`src/rtl/key_move_ctrl_if.sv`:
```
// Key-frame input and move-handshake output bundle for key_move_ctrl.
// Signal names match the original flat ports.
interface key_move_ctrl_if;
   logic       scan_ready;
   logic [7:0] scan_code1;
   logic [7:0] scan_code2;
   logic [7:0] scan_code3;
   logic       move_ack;
   logic [5:0] move_from;
   logic [5:0] move_to;
   logic       move_valid;
   logic [2:0] entry_stage;
   logic       key_error;

   modport master (
      output scan_ready, scan_code1, scan_code2, scan_code3, move_ack,
      input  move_from, move_to, move_valid, entry_stage, key_error
   );

   modport slave (
      input  scan_ready, scan_code1, scan_code2, scan_code3, move_ack,
      output move_from, move_to, move_valid, entry_stage, key_error
   );
endinterface

```
`src/rtl/key_move_ctrl.sv`:
```
// Turns validated PS/2 key frames into a chess move (from/to squares) and
// presents it on a valid/ack handshake.
module key_move_ctrl #(
   parameter bit CONFIRM_REQUIRED = 1'b1
) (
   input  logic             clk50,
   input  logic             reset,
   key_move_ctrl_if.slave   bus
);

   typedef enum logic [2:0] {
      S_FF    = 3'd0,
      S_FR    = 3'd1,
      S_TF    = 3'd2,
      S_TR    = 3'd3,
      S_CONF  = 3'd4,
      S_ISSUE = 3'd5
   } state_t;

   state_t     state;
   logic       sr_q;
   logic       armed;
   logic [2:0] from_file, from_rank, to_file, to_rank;
   logic       move_valid_q, key_error_q;

   logic       key_event, frame_ok;
   logic       is_file, is_rank, is_enter, is_bksp, is_esc;
   logic [2:0] key_val;

   // armed blocks a frame still in flight at reset release: a rise only
   // counts once scan_ready has been sampled low after reset.
   assign key_event = bus.scan_ready && !sr_q && armed;
   assign frame_ok  = (bus.scan_code2 == 8'hF0) && (bus.scan_code1 == bus.scan_code3);
   assign is_enter  = (bus.scan_code1 == 8'h5A);
   assign is_bksp   = (bus.scan_code1 == 8'h66);
   assign is_esc    = (bus.scan_code1 == 8'h76);

   always_comb begin
      is_file = 1'b0;
      is_rank = 1'b0;
      key_val = '0;
      case (bus.scan_code1)
         8'h1C: begin is_file = 1'b1; key_val = 3'd0; end
         8'h32: begin is_file = 1'b1; key_val = 3'd1; end
         8'h21: begin is_file = 1'b1; key_val = 3'd2; end
         8'h23: begin is_file = 1'b1; key_val = 3'd3; end
         8'h24: begin is_file = 1'b1; key_val = 3'd4; end
         8'h2B: begin is_file = 1'b1; key_val = 3'd5; end
         8'h34: begin is_file = 1'b1; key_val = 3'd6; end
         8'h33: begin is_file = 1'b1; key_val = 3'd7; end
         8'h16: begin is_rank = 1'b1; key_val = 3'd0; end
         8'h1E: begin is_rank = 1'b1; key_val = 3'd1; end
         8'h26: begin is_rank = 1'b1; key_val = 3'd2; end
         8'h25: begin is_rank = 1'b1; key_val = 3'd3; end
         8'h2E: begin is_rank = 1'b1; key_val = 3'd4; end
         8'h36: begin is_rank = 1'b1; key_val = 3'd5; end
         8'h3D: begin is_rank = 1'b1; key_val = 3'd6; end
         8'h3E: begin is_rank = 1'b1; key_val = 3'd7; end
         default: ;
      endcase
   end

   always_ff @(posedge clk50 or posedge reset) begin
      if (reset) begin
         state        <= S_FF;
         sr_q         <= 1'b0;
         armed        <= 1'b0;
         from_file    <= '0;
         from_rank    <= '0;
         to_file      <= '0;
         to_rank      <= '0;
         move_valid_q <= 1'b0;
         key_error_q  <= 1'b0;
      end else begin
         sr_q        <= bus.scan_ready;
         armed       <= armed | !bus.scan_ready;
         key_error_q <= 1'b0;
         if (state == S_ISSUE) begin
            if (bus.move_ack && move_valid_q) begin
               move_valid_q <= 1'b0;
               state        <= S_FF;
            end
         end else if (key_event) begin
            if (!frame_ok) begin
               key_error_q <= 1'b1;
            end else if (is_esc) begin
               state <= S_FF;
            end else if (is_bksp) begin
               case (state)
                  S_FR:    state <= S_FF;
                  S_TF:    state <= S_FR;
                  S_TR:    state <= S_TF;
                  S_CONF:  state <= S_TR;
                  default: ;
               endcase
            end else begin
               case (state)
                  S_FF:
                     if (is_file) begin
                        from_file <= key_val;
                        state     <= S_FR;
                     end else key_error_q <= 1'b1;
                  S_FR:
                     if (is_rank) begin
                        from_rank <= key_val;
                        state     <= S_TF;
                     end else key_error_q <= 1'b1;
                  S_TF:
                     if (is_file) begin
                        to_file <= key_val;
                        state   <= S_TR;
                     end else key_error_q <= 1'b1;
                  S_TR:
                     if (is_rank) begin
                        to_rank <= key_val;
                        // Without confirmation the compare uses the incoming rank directly.
                        if (CONFIRM_REQUIRED) begin
                           state <= S_CONF;
                        end else if ({from_rank, from_file} == {key_val, to_file}) begin
                           key_error_q <= 1'b1;
                           state       <= S_TF;
                        end else begin
                           move_valid_q <= 1'b1;
                           state        <= S_ISSUE;
                        end
                     end else key_error_q <= 1'b1;
                  S_CONF:
                     if (is_enter) begin
                        if ({from_rank, from_file} == {to_rank, to_file}) begin
                           key_error_q <= 1'b1;
                           state       <= S_TF;
                        end else begin
                           move_valid_q <= 1'b1;
                           state        <= S_ISSUE;
                        end
                     end else key_error_q <= 1'b1;
                  default: state <= S_FF;
               endcase
            end
         end
      end
   end

   assign bus.move_from   = {from_rank, from_file};
   assign bus.move_to     = {to_rank, to_file};
   assign bus.move_valid  = move_valid_q;
   assign bus.key_error   = key_error_q;
   assign bus.entry_stage = state;

endmodule
```
`src/flat_wrapper.sv`:
```
// flat-port wrapper written by rule: the top's interface ports become plain ports
module key_move_ctrl_flat 
#(
   parameter bit CONFIRM_REQUIRED = 1'b1
)
  (clk50, reset, bus_scan_ready, bus_scan_code1, bus_scan_code2, bus_scan_code3, bus_move_ack, bus_move_from, bus_move_to, bus_move_valid, bus_entry_stage, bus_key_error);
  key_move_ctrl_if bus_i ();
  input  logic clk50;
  input  logic reset;
  input wire logic [$bits(bus_i.scan_ready)-1:0] bus_scan_ready;
  input wire logic [$bits(bus_i.scan_code1)-1:0] bus_scan_code1;
  input wire logic [$bits(bus_i.scan_code2)-1:0] bus_scan_code2;
  input wire logic [$bits(bus_i.scan_code3)-1:0] bus_scan_code3;
  input wire logic [$bits(bus_i.move_ack)-1:0] bus_move_ack;
  output wire logic [$bits(bus_i.move_from)-1:0] bus_move_from;
  output wire logic [$bits(bus_i.move_to)-1:0] bus_move_to;
  output wire logic [$bits(bus_i.move_valid)-1:0] bus_move_valid;
  output wire logic [$bits(bus_i.entry_stage)-1:0] bus_entry_stage;
  output wire logic [$bits(bus_i.key_error)-1:0] bus_key_error;
  assign bus_i.scan_ready = bus_scan_ready;
  assign bus_i.scan_code1 = bus_scan_code1;
  assign bus_i.scan_code2 = bus_scan_code2;
  assign bus_i.scan_code3 = bus_scan_code3;
  assign bus_i.move_ack = bus_move_ack;
  assign bus_move_from = bus_i.move_from;
  assign bus_move_to = bus_i.move_to;
  assign bus_move_valid = bus_i.move_valid;
  assign bus_entry_stage = bus_i.entry_stage;
  assign bus_key_error = bus_i.key_error;
  key_move_ctrl #(.CONFIRM_REQUIRED(CONFIRM_REQUIRED)) u_core (.clk50(clk50), .reset(reset), .bus(bus_i));
endmodule
```
`config.mk`:
```
export PLATFORM = sky130hd
export DESIGN_NAME = key_move_ctrl_flat
export DESIGN_NICKNAME = d
export VERILOG_FILES = /design/src/rtl/key_move_ctrl_if.sv /design/src/rtl/key_move_ctrl.sv /design/src/flat_wrapper.sv
export SDC_FILE = /design/constraint.sdc
export NUM_CORES = 1
export LEC_CHECK = 0
export ABC_AREA = 1
export BUFFER_PORTS_ARGS = -buffer_cell sky130_fd_sc_hd__buf_2
export CAP_MARGIN = 0
export CORE_MARGIN = 2
export CORE_UTILIZATION = 27
export DETAILED_ROUTE_END_ITERATION = 8
export PLACE_DENSITY_LB_ADDON = 0.15
export SETUP_SLACK_MARGIN = 0.4
export SYNTH_ARGS = -nofsm -noshare
export SYNTH_HDL_FRONTEND = slang
export SYNTH_SLANG_ARGS = --single-unit
```
`constraint.sdc`:
```
create_clock -name clk50 -period 1.8 [get_ports clk50]
set_input_delay 0.18 -clock clk50 [delete_from_list [all_inputs] [get_ports clk50]]
set_output_delay 0.18 -clock clk50 [all_outputs]
set_load 0.005 [all_outputs]
```
==> results.sh, run 1 <==
export IMPL_outcome="completed"
export IMPL_core_rowCount=30
export IMPL_die_h_um=86.99
export IMPL_fillers=752
export IMPL_dr_pass1_iters=4
export IMPL_fin_skew_ns=0.002909
export IMPL_routed_wl_mm=5.368
export IMPL_grtUsageTotal=0.1469
export IMPL_placed_cells=437
export IMPL_antenna_found_initial=0
export IMPL_grt_overflow=0
export IMPL_total_power_uw=905.1
export IMPL_hold_buffers=0
export IMPL_r2r_slack_ns=0.33
export IMPL_h_tree_depth=1
export IMPL_dpl_cell_area_um2=2208
export IMPL_r2r_cells=11
export IMPL_final_nets=409
export IMPL_finalMaxSlewViolations=0
export IMPL_utilization=0.3777
export IMPL_portBuffers=44
export IMPL_synth_top_cell_area_share=0.2557
export IMPL_synth_cells=309
export IMPL_final_area_um2=2537
export IMPL_ys_ff_latch=19
export IMPL_drv_cap=0
export IMPL_seq_area_frac_synth=0.2557
export IMPL_layout_setup_ws_ns=0.3279
export IMPL_start_util=0.2767
export IMPL_rsz0062_at_grt="true"
export IMPL_critPathArrivalTime_ns=1.62
export IMPL_cts_tree="yes"
export IMPL_die_width_um=86.99
export IMPL_syn_to_final_growth_pct=36.47
export IMPL_finalNonFillerCells=460
export IMPL_root_buffer="clkbuf_8"
export IMPL_grt_max_degree=20
export IMPL_core_area_um2=6719
export IMPL_crit_path_start_kind="flip-flop"
export IMPL_drt_first_iter_violations=71
export IMPL_grt_pass1_wl_mm=9.108
export IMPL_netlist_area_um2=1859
export IMPL_syn_area_per_cell_um2=6.017
export IMPL_powerDensity_nw_per_um2=356.7
export IMPL_dp_slack_ns=0.1192
export IMPL_hp_class="input port to async pin"
export IMPL_drcViolationCount=0
export IMPL_globalplace_congestion=0.8481
export IMPL_cp_endpoint="u_core.bus.entry_stage[1]"
export IMPL_die_area_um2=7566
export IMPL_clock_latency_ns=0.26
export IMPL_clk_pin_slew_ns=0.07
export IMPL_hold_ws_ns=0.03018
export IMPL_max_slew_margin=0.5160
export IMPL_yosysWarnings=0
export IMPL_wire_per_inst_um=11.67
export IMPL_ctsLongestPathBuffers=2
export IMPL_synth_top_area_cell="dfrtp_1"
export IMPL_yosys_top_cells_area="dfrtp_1 (26%), nand2_1 (21%), nor2_1 (8.7%), inv_1 (7.5%), nand4_1 (7.4%)"
export IMPL_rr_endpoint="u_core.bus.entry_stage[1]"
export IMPL_cts_buffers=3
export IMPL_fin_setup_tns_ns=0
export IMPL_cts_sinks=19
export IMPL_setup_viol=0
export IMPL_period_needed_ns=1.472
export IMPL_vias=2149
export IMPL_path_max_fanout=6
export IMPL_synth_distinct_cells=26
export IMPL_routed_via_density=4.672
export IMPL_final_hold_violation_count=0
export IMPL_drtAntennaViolNets=0
export IMPL_max_clock_freq_ghz=0.6793
export IMPL_boundaryPins=45
export IMPL_dp_hpwl_mm=4.353
export IMPL_crit_type="flip-flop to flip-flop"
export IMPL_worst_slew_pin_slew_ns=0.7253
export IMPL_critPathRequiredTime_ns=1.95
export IMPL_syn_nets=337
export IMPL_max_vdd_ir_drop_uv=139.5
export IMPL_crit_start="u_core.bus.entry_stage[2]"
export IMPL_num_antenna_cells=0
export IMPL_p_leak_nw=1.423
export IMPL_finalCritPeriodShare=0.8178
export IMPL_endpoint_kind="flip-flop"
export IMPL_r2r_start="u_core.bus.entry_stage[2]"
export IMPL_grt_pass1_vias=2084
export IMPL_drive_gt1_frac=0.4026
logic make-up after synthesis:
group | count (synthesis) | share of synthesized area
AO/OA/AOI/OAI | 9 | 0.02893
XOR/XNOR | 3 | 0.01413
buffers and inverters | 43 | 0.09085
flip-flops | 19 | 0.2557
AND/OR/NAND/NOR | 235 | 0.6104
critical path, stage by stage, from the launching register on:
cell and delay, ns:
dfrtp_2 0.46, nand2_2 0.09, nor2_4 0.15, inv_4 0.06, nand2_2 0.07, inv_2 0.04
nand3_2 0.06, nand3_2 0.07, nor2_2 0.12, nand3_2 0.09, nand2_1 0.08, nand2_1 0.05
state kept, by name (all words and copies together) (netlist names):
| name | count |
|---|---|
| u_core.bus.entry_stage | 3 |
| u_core.to_rank | 3 |
| u_core.to_file | 3 |
| u_core.bus.move_valid | 1 |
| u_core.from_file | 3 |
| u_core.armed | 1 |
| u_core.sr_q | 1 |
| u_core.from_rank | 3 |
| u_core.bus.key_error | 1 |
final cells by class:
cell class | count | area (µm²) | share of cell area
Inverter | 42 | 162.7 | 0.06410
Multi-Input combinational cell | 247 | 1335 | 0.5261
Tap cell | 80 | 100.1 | 0.03945
Clock buffer | 4 | 45.04 | 0.01775
Timing Repair Buffer | 68 | 416.7 | 0.1642
Sequential cell | 19 | 478.0 | 0.1884
per-layer routing:
| layer | global-route usage | part of all wire | vias up |
|---|---|---|---|
| met1 | 0.1896 | 0.46 | 965 |
| met4 | 0.03977 | 0.017 | 0 |
| met3 | 0.008531 | 0.031 | 9 |
| met5 | 0 | 0 | - |
| li1 | - | - | 1130 |
| met2 | 0.2637 | 0.50 | 45 |
repair_timing:
action	CTS	global route
setup endpoints to repair	16	17
resized for setup	23	24
setup buffers	15	4
pin swaps	19	8
worst min path at each step:
| stage | to | slack (ns) | depth (start not counted) |
|---|---|---|---|
| 4_1_cts | u_core.sr_q | 0.04 | 1 |
| 6_report | u_core.from_rank[1] | 0.03 | 2 |
| 5_1_grt | u_core.sr_q | 0.04 | 1 |
| 3_5_place_dp | u_core.sr_q | 0.31 | 1 |
| 3_3_place_gp | u_core.sr_q | 0.31 | 1 |
| 2_1_floorplan | u_core.armed | 0.13 | 1 |
synthesized netlist by cell type:
cell and count:
or2_2 3, nand4_2 2, nor3_4 1, inv_2 5, nor2_1 43, o21ai_1 1
o31ai_1 2, nand4_1 22, nand3_1 24, nor2_4 4, nor3b_1 1, nand2_4 2
inv_1 37, nand2_2 12, xor2_1 2, a21oi_1 4, nor3_1 4, or2_1 2
nor2_2 10, nand3b_4 1, nand2_1 104, buf_6 1, dfrtp_1 19, a22o_1 1
xnor2_1 1, o21ai_0 1
power by group:
group	switching, mW	total, mW	leakage (nW)	internal, mW
sequential	0.000822	0.430	0.254	0.429
clock	0.144	0.302	0.0228	0.158
combinational	0.112	0.173	1.15	0.0612
total	0.257	0.905	1.42	0.648
placed cells by master (no fill, tap or decap), types with 2 or more instances in the layout:
cell type / instances
buf_2: 44
nand3_1: 16
nor2_1: 31
or2_2: 3
inv_4: 2
xor2_1: 2
nand4_1: 22
nand2_1: 95
buf_4: 22
nand2_4: 3
nor2_4: 6
inv_2: 11
inv_1: 29
nand2_2: 20
nand3_2: 8
or2_1: 2
a21oi_1: 3
o31ai_1: 2
nor3_1: 3
nor2_2: 20
dfrtp_1: 17
nand4_2: 2
dfrtp_2: 2
clkbuf_8: 3
No activity file was read; power rests on OpenSTA's default activity.
==> run 2: changes to the inputs <==
==> constraint.sdc (replaced) <==
create_clock -name clk50 -period 1.27 [get_ports clk50]
set_input_delay 0.127 -clock clk50 [delete_from_list [all_inputs] [get_ports clk50]]
set_output_delay 0.127 -clock clk50 [all_outputs]
set_load 0.005 [all_outputs]
==> run 2 against run 1 <==
The run now ends with negative setup slack left; sequential share of layout area is 3.6 points lower; largest cell class unchanged; combinational power is 78% higher; first-iteration DRC count is 15% lower; sequential cell count stayed put; maximum frequency is 2.0% lower; hold slack better by 0.13 ns; setup slack worse by 0.56 ns; utilization is 9.2 points higher; cell count is 12% higher; sequential power is 41% higher.
==> results.sh, run 2 (synthesized netlist as in run 1, its figures left out) <==
export IMPL_outcome="finished, violations left"
export IMPL_violations="negative setup slack"
export IMPL_ctsLongestPathBuffers=2
export IMPL_layout_setup_ws_ns=-0.2326
export IMPL_routed_wl_mm=5.644
export IMPL_regArea_um2=479.2
export IMPL_path_max_fanout=4
export IMPL_layout_common_cells="nand2_1 (83), buf_4 (68), buf_2 (39)"
export IMPL_worst_slew_pin_slew_ns=0.3774
export IMPL_drcViolationCount=0
export IMPL_finalCritPeriodShare=1.183
export IMPL_die_area_um2=7566
export IMPL_grt_pass1_wl_mm=9.673
export IMPL_critPathArrivalTime_ns=1.70
export IMPL_antenna_found_initial=0
export IMPL_clock_latency_ns=0.26
export IMPL_clk_pin_slew_ns=0.08
export IMPL_die_h_um=86.99
export IMPL_drive_gt1_frac=0.5034
export IMPL_layout_commonest_cell="nand2_1"
export IMPL_cts_tree="yes"
export IMPL_crit_type="flip-flop to flip-flop"
export IMPL_wire_per_inst_um=10.92
export IMPL_h_tree_depth=1
export IMPL_die_width_um=86.99
export IMPL_dp_hpwl_mm=4.556
export IMPL_vias=2359
export IMPL_cts_sinks=19
export IMPL_drt_first_iter_violations=60
export IMPL_setup_viol=17
export IMPL_root_buffer="clkbuf_8"
export IMPL_p_leak_nw=1.742
export IMPL_final_nets=466
export IMPL_portBuffers=44
export IMPL_syn_to_final_growth_pct=69.72
export IMPL_boundaryPins=45
export IMPL_num_antenna_cells=0
export IMPL_grt_overflow=0
export IMPL_cp_slowest_cell="dfrtp_2"
export IMPL_drv_cap=0
export IMPL_dr_pass1_iters=4
export IMPL_dpl_cell_area_um2=2684
export IMPL_cts_buffers=3
export IMPL_drtAntennaViolNets=0
export IMPL_routed_via_density=4.563
export IMPL_start_util=0.2767
export IMPL_fin_skew_ns=0.001491
export IMPL_fillers=712
export IMPL_endpoint_kind="flip-flop"
export IMPL_core_rowCount=30
export IMPL_grtUsageTotal=0.1566
export IMPL_critPathRequiredTime_ns=1.47
export IMPL_max_vdd_ir_drop_uv=306.3
export IMPL_utilization=0.4696
export IMPL_crit_buf_inv=2
export IMPL_period_needed_ns=1.503
export IMPL_cp_cell_sequence="inv_4, nor2_4, nand2_2, nand2_2, inv_2, nand3_2, nor2_1, nor2_1, nand2_1, nor2_2, nand3_1, nand2_1"
export IMPL_crit_path_start_kind="flip-flop"
export IMPL_max_slew_margin=0.7467
export IMPL_hp_class="input port to flip-flop"
export IMPL_final_hold_violation_count=0
export IMPL_core_area_um2=6719
export IMPL_grt_max_degree=20
export IMPL_globalplace_congestion=0.8202
export IMPL_powerDensity_nw_per_um2=429.9
export IMPL_max_clock_freq_ghz=0.6655
export IMPL_rsz0062_at_grt="true"
export IMPL_grt_pass1_vias=2205
export IMPL_multi_input_area_um2=1424
export IMPL_final_area_um2=3156
export IMPL_finalMaxSlewViolations=0
export IMPL_slowest_delay_ns=0.44
export IMPL_cp_top_family="simple AND/OR/NAND/NOR gates"
-- run 2: changes by cell type in the layout (fill, tap and decap cells not counted), sizes merged --
| cell | previous run | this run |
|---|---|---|
| buf | 68 | 123 |
| dlygate4sd3 | 0 | 2 |
| clkinv | 0 | 1 |
| clkbuf | 4 | 3 |
-- run 2: through the flow --
step	setup WS [ns]	total power [mW]	cells	hold slack, ns	TNS (ns)
after floorplan	-0.09449	0.7744	309	0.07799	-0.2821
after global placement	-0.2610	0.9181	492	0.1641	-3.474
after detailed placement	-0.2493	0.9194	492	0.1695	-3.640
after CTS	-0.2020	1.371	508	0.1562	-0.9479
after global routing	-0.3251	1.437	517	0.1820	-2.873
final	-0.2326	1.356	517	0.1645	-1.261
-- run 2: worst paths after layout --
| kind | cells past startpoint | endpoint | start | slack [ns] |
|---|---|---|---|---|
| max | 12 | u_core.bus.entry_stage[1] | u_core.bus.entry_stage[0] | -0.23 |
| min | 3 | u_core.armed | bus_scan_ready | 0.16 |
| max reg2reg | 12 | u_core.bus.entry_stage[1] | u_core.bus.entry_stage[0] | -0.23 |
| min reg2reg | 1 | u_core.armed | u_core.armed | 0.55 |
| max in group asynchronous | 4 | u_core.bus.entry_stage[2] | reset | 0.61 |
| min in group asynchronous | 4 | u_core.sr_q | reset | 0.44 |
-- run 2: metal layers --
metal	share of wire	track usage	wire, µm
met1	0.45	0.2027	2539
met2	0.52	0.2811	2921
met4	0.0025	0.02983	14
met3	0.030	0.01706	168
met5	0	0	0
-- run 2: power breakdown --
group	leakage [nW]	internal [mW]	total (mW)	switching, mW
Combinational	1.46	0.134	0.308	0.174
Clock	0.0255	0.218	0.440	0.222
Sequential	0.252	0.607	0.608	0.000947
-- run 2: layout make-up --
type | count | share of cell area
Clock inverter | 1 | 0.001586
Tap cell | 80 | 0.03172
Inverter | 42 | 0.05551
Timing Repair Buffer | 125 | 0.2950
Multi-Input combinational cell | 247 | 0.4512
Sequential cell | 19 | 0.1519
Clock buffer | 3 | 0.01308
-- run 2: what timing repair did --
action | in CTS | in global routing
endpoints found under the hold margin | 20 | 0
hold buffers | 2 | 0
cloned | 1 | 0
resized for setup | 31 | 38
pin swaps | 11 | 27
buffers inserted | 9 | 9
endpoints found under the setup margin | 34 | 34
-- run 2: worst min-delay path, cell delays in order --
cell and delay [ns]:
buf_2 0.10, inv_1 0.07, or2_2 0.10
==> run 3: changes to the inputs <==
--- a/config.mk
+++ b/config.mk
@@ -11,7 +11,7 @@
 export CORE_MARGIN = 2
 export CORE_UTILIZATION = 27
 export DETAILED_ROUTE_END_ITERATION = 8
-export PLACE_DENSITY_LB_ADDON = 0.15
+export PLACE_DENSITY = 0.53
 export SETUP_SLACK_MARGIN = 0.4
 export SYNTH_ARGS = -nofsm -noshare
 export SYNTH_HDL_FRONTEND = slang
==> run 3 against run 2 <==
The flow still finishes with violations (negative setup slack); global-route usage shrank 0.31 points; count of clock-buffer cells in the layout is the same; sequential power is essentially flat; combinational power shrank 2%; die area is the same; routed wire length shrank 1.1%; sequential cell count is the same; clock power grew 2%; register-to-register slack is essentially flat; non-clock buffer count shrank 1; power grew 0.37%; critical endpoint unchanged; largest cell class unchanged; largest power group unchanged.
==> results.sh, run 3 (synthesized netlist as in run 1, its figures left out) <==
export IMPL_r2r_cells=12
export IMPL_drv_cap=0
export IMPL_drt_first_iter_violations=72
export IMPL_grtUsageTotal=0.1535
export IMPL_die_h_um=86.99
export IMPL_hp_class="input port to flip-flop"
export IMPL_ctsLongestPathBuffers=2
export IMPL_utilization=0.4710
export IMPL_boundaryPins=45
export IMPL_multi_input_area_um2=1393
export IMPL_crit_path_start_kind="flip-flop"
export IMPL_max_slew_margin=0.7672
export IMPL_grt_use_met2=0.2651
export IMPL_core_area_um2=6719
export IMPL_met3_usage=0.02559
export IMPL_grt_busiest_layer="met2"
export IMPL_worstHoldStart="bus_scan_ready"
export IMPL_finalMaxSlewViolations=0
export IMPL_fin_skew_ns=0.006517
export IMPL_die_width_um=86.99
export IMPL_drive_gt1_frac=0.4839
export IMPL_setup_viol=18
export IMPL_hold_path_depth=3
export IMPL_root_buffer="clkbuf_8"
export IMPL_globalplace_congestion=0.8847
export IMPL_dp_slack_ns=-0.2681
export IMPL_endpoint_kind="flip-flop"
export IMPL_dpl_cell_area_um2=2681
export IMPL_hold_ws_ns=0.1566
export IMPL_core_rowCount=30
export IMPL_max_clock_freq_ghz=0.6689
export IMPL_crit_type="flip-flop to flip-flop"
export IMPL_syn_to_final_growth_pct=70.19
export IMPL_dp_hpwl_mm=4.383
export IMPL_final_hold_violation_count=0
export IMPL_routed_wl_mm=5.583
export IMPL_path_max_fanout=4
export IMPL_num_antenna_cells=0
export IMPL_crit_start="u_core.bus.entry_stage[0]"
export IMPL_cts_tree="yes"
export IMPL_regArea_um2=479.2
export IMPL_vias=2302
export IMPL_grt_max_degree=20
export IMPL_violations="negative setup slack"
export IMPL_worst_slew_pin_slew_ns=0.3469
export IMPL_portBuffers=44
export IMPL_final_area_um2=3164
export IMPL_wire_per_inst_um=10.82
export IMPL_clk_pin_slew_ns=0.08
export IMPL_drtAntennaViolNets=0
export IMPL_period_needed_ns=1.495
export IMPL_layout_setup_ws_ns=-0.2249
export IMPL_drcViolationCount=0
export IMPL_finalNonFillerCells=516
export IMPL_min_to="u_core.armed"
export IMPL_outcome="finished, violations left"
export IMPL_max_vdd_ir_drop_uv=258.4
export IMPL_antenna_found_initial=0
export IMPL_fillers=709
export IMPL_placed_cells=490
export IMPL_routed_via_density=4.461
export IMPL_grt_pass1_vias=2165
export IMPL_r2r_start="u_core.bus.entry_stage[0]"
export IMPL_grt_pass1_wl_mm=9.390
export IMPL_start_util=0.2767
export IMPL_layout_commonest_cell="nand2_1"
export IMPL_die_area_um2=7566
export IMPL_final_nets=465
export IMPL_powerDensity_nw_per_um2=430.2
export IMPL_layout_common_cells="nand2_1 (89), buf_4 (61), buf_2 (37)"
export IMPL_critPathRequiredTime_ns=1.47
export IMPL_rr_endpoint="u_core.bus.entry_stage[1]"
export IMPL_critPathArrivalTime_ns=1.70
export IMPL_h_tree_depth=1
export IMPL_rsz0062_at_grt="true"
export IMPL_cts_sinks=19
export IMPL_clock_latency_ns=0.27
export IMPL_cts_buffers=3
export IMPL_grt_overflow=0
export IMPL_p_leak_nw=1.738
export IMPL_r2r_slack_ns=-0.22
export IMPL_finalCritPeriodShare=1.177
export IMPL_grtUsageMet1=0.2017
export IMPL_dr_pass1_iters=4
## run 3: cell types whose count changed in the layout (fill, tap and decap cells not counted), moves of 2 or more
cell     delta
buf_4       -7
nand2_1     +6
nand2_2     -6
nor2_2      +4
inv_2       -2
nand3_2     -3
buf_2       -2
buf_6       +7
nand3_1     +3
nor2_4      -3
## run 3: worst max path at each step
stage          cells after the start  slack [ns]                   endpoint
2_1_floorplan                     12       -0.09  u_core.bus.entry_stage[2]
3_3_place_gp                      11       -0.27  u_core.bus.entry_stage[1]
3_5_place_dp                      11       -0.27  u_core.bus.entry_stage[1]
4_1_cts                           10       -0.23  u_core.bus.entry_stage[1]
5_1_grt                           12       -0.38  u_core.bus.entry_stage[1]
6_report                          12       -0.22  u_core.bus.entry_stage[1]
## run 3: routing by layer
layer / vias to the layer above / share of wire
met1: 1015 / 0.46
li1: 1239 / -
met5: - / 0
met3: 4 / 0.033
met2: 44 / 0.50
met4: 0 / 0.0073
## run 3: cell type report
class,instances,area share
multi-input cells,247,0.4401
repair buffers,124,0.3057
flip-flops and latches,19,0.1514
inverters,42,0.05654
well taps,80,0.03163
clock buffers,3,0.01305
clock inverters,1,0.001582
## run 3: where the power goes
| part | switching, mW | leakage [nW] | internal [mW] | total (mW) |
|---|---|---|---|---|
| Sequential | 0.00132 | 0.252 | 0.608 | 0.609 |
| Clock | 0.230 | 0.0255 | 0.219 | 0.450 |
| Combinational | 0.171 | 1.46 | 0.132 | 0.303 |
## run 3: what timing repair did
item                       in CTS  in global routing
setup endpoints to repair      34                 34
gates resized for setup        37                 29
cloned                          1                  0
hold endpoints to repair       20                  0
pin swaps                      18                 17
buffers inserted               13                  6
hold buffers                    2                  0
## run 3: through the flow
step	TNS [ns]	power [mW]
after global routing	-3.836	1.427
final	-2.132	1.361
after global placement	-3.283	0.9152
after detailed placement	-3.579	0.9169
after floorplan	-0.2821	0.7744
after CTS	-1.784	1.383
## run 3: worst max-delay path, cell delays in order (launching register included)
cell	delay [ns]
dfrtp_2	0.43
inv_4	0.06
nor2_4	0.14
nand2_2	0.08
nand2_2	0.06
inv_2	0.05
nand3_2	0.05
nor2_1	0.04
nor2_1	0.12
nand2_1	0.08
nor2_2	0.14
nand3_1	0.10
nand2_1	0.09
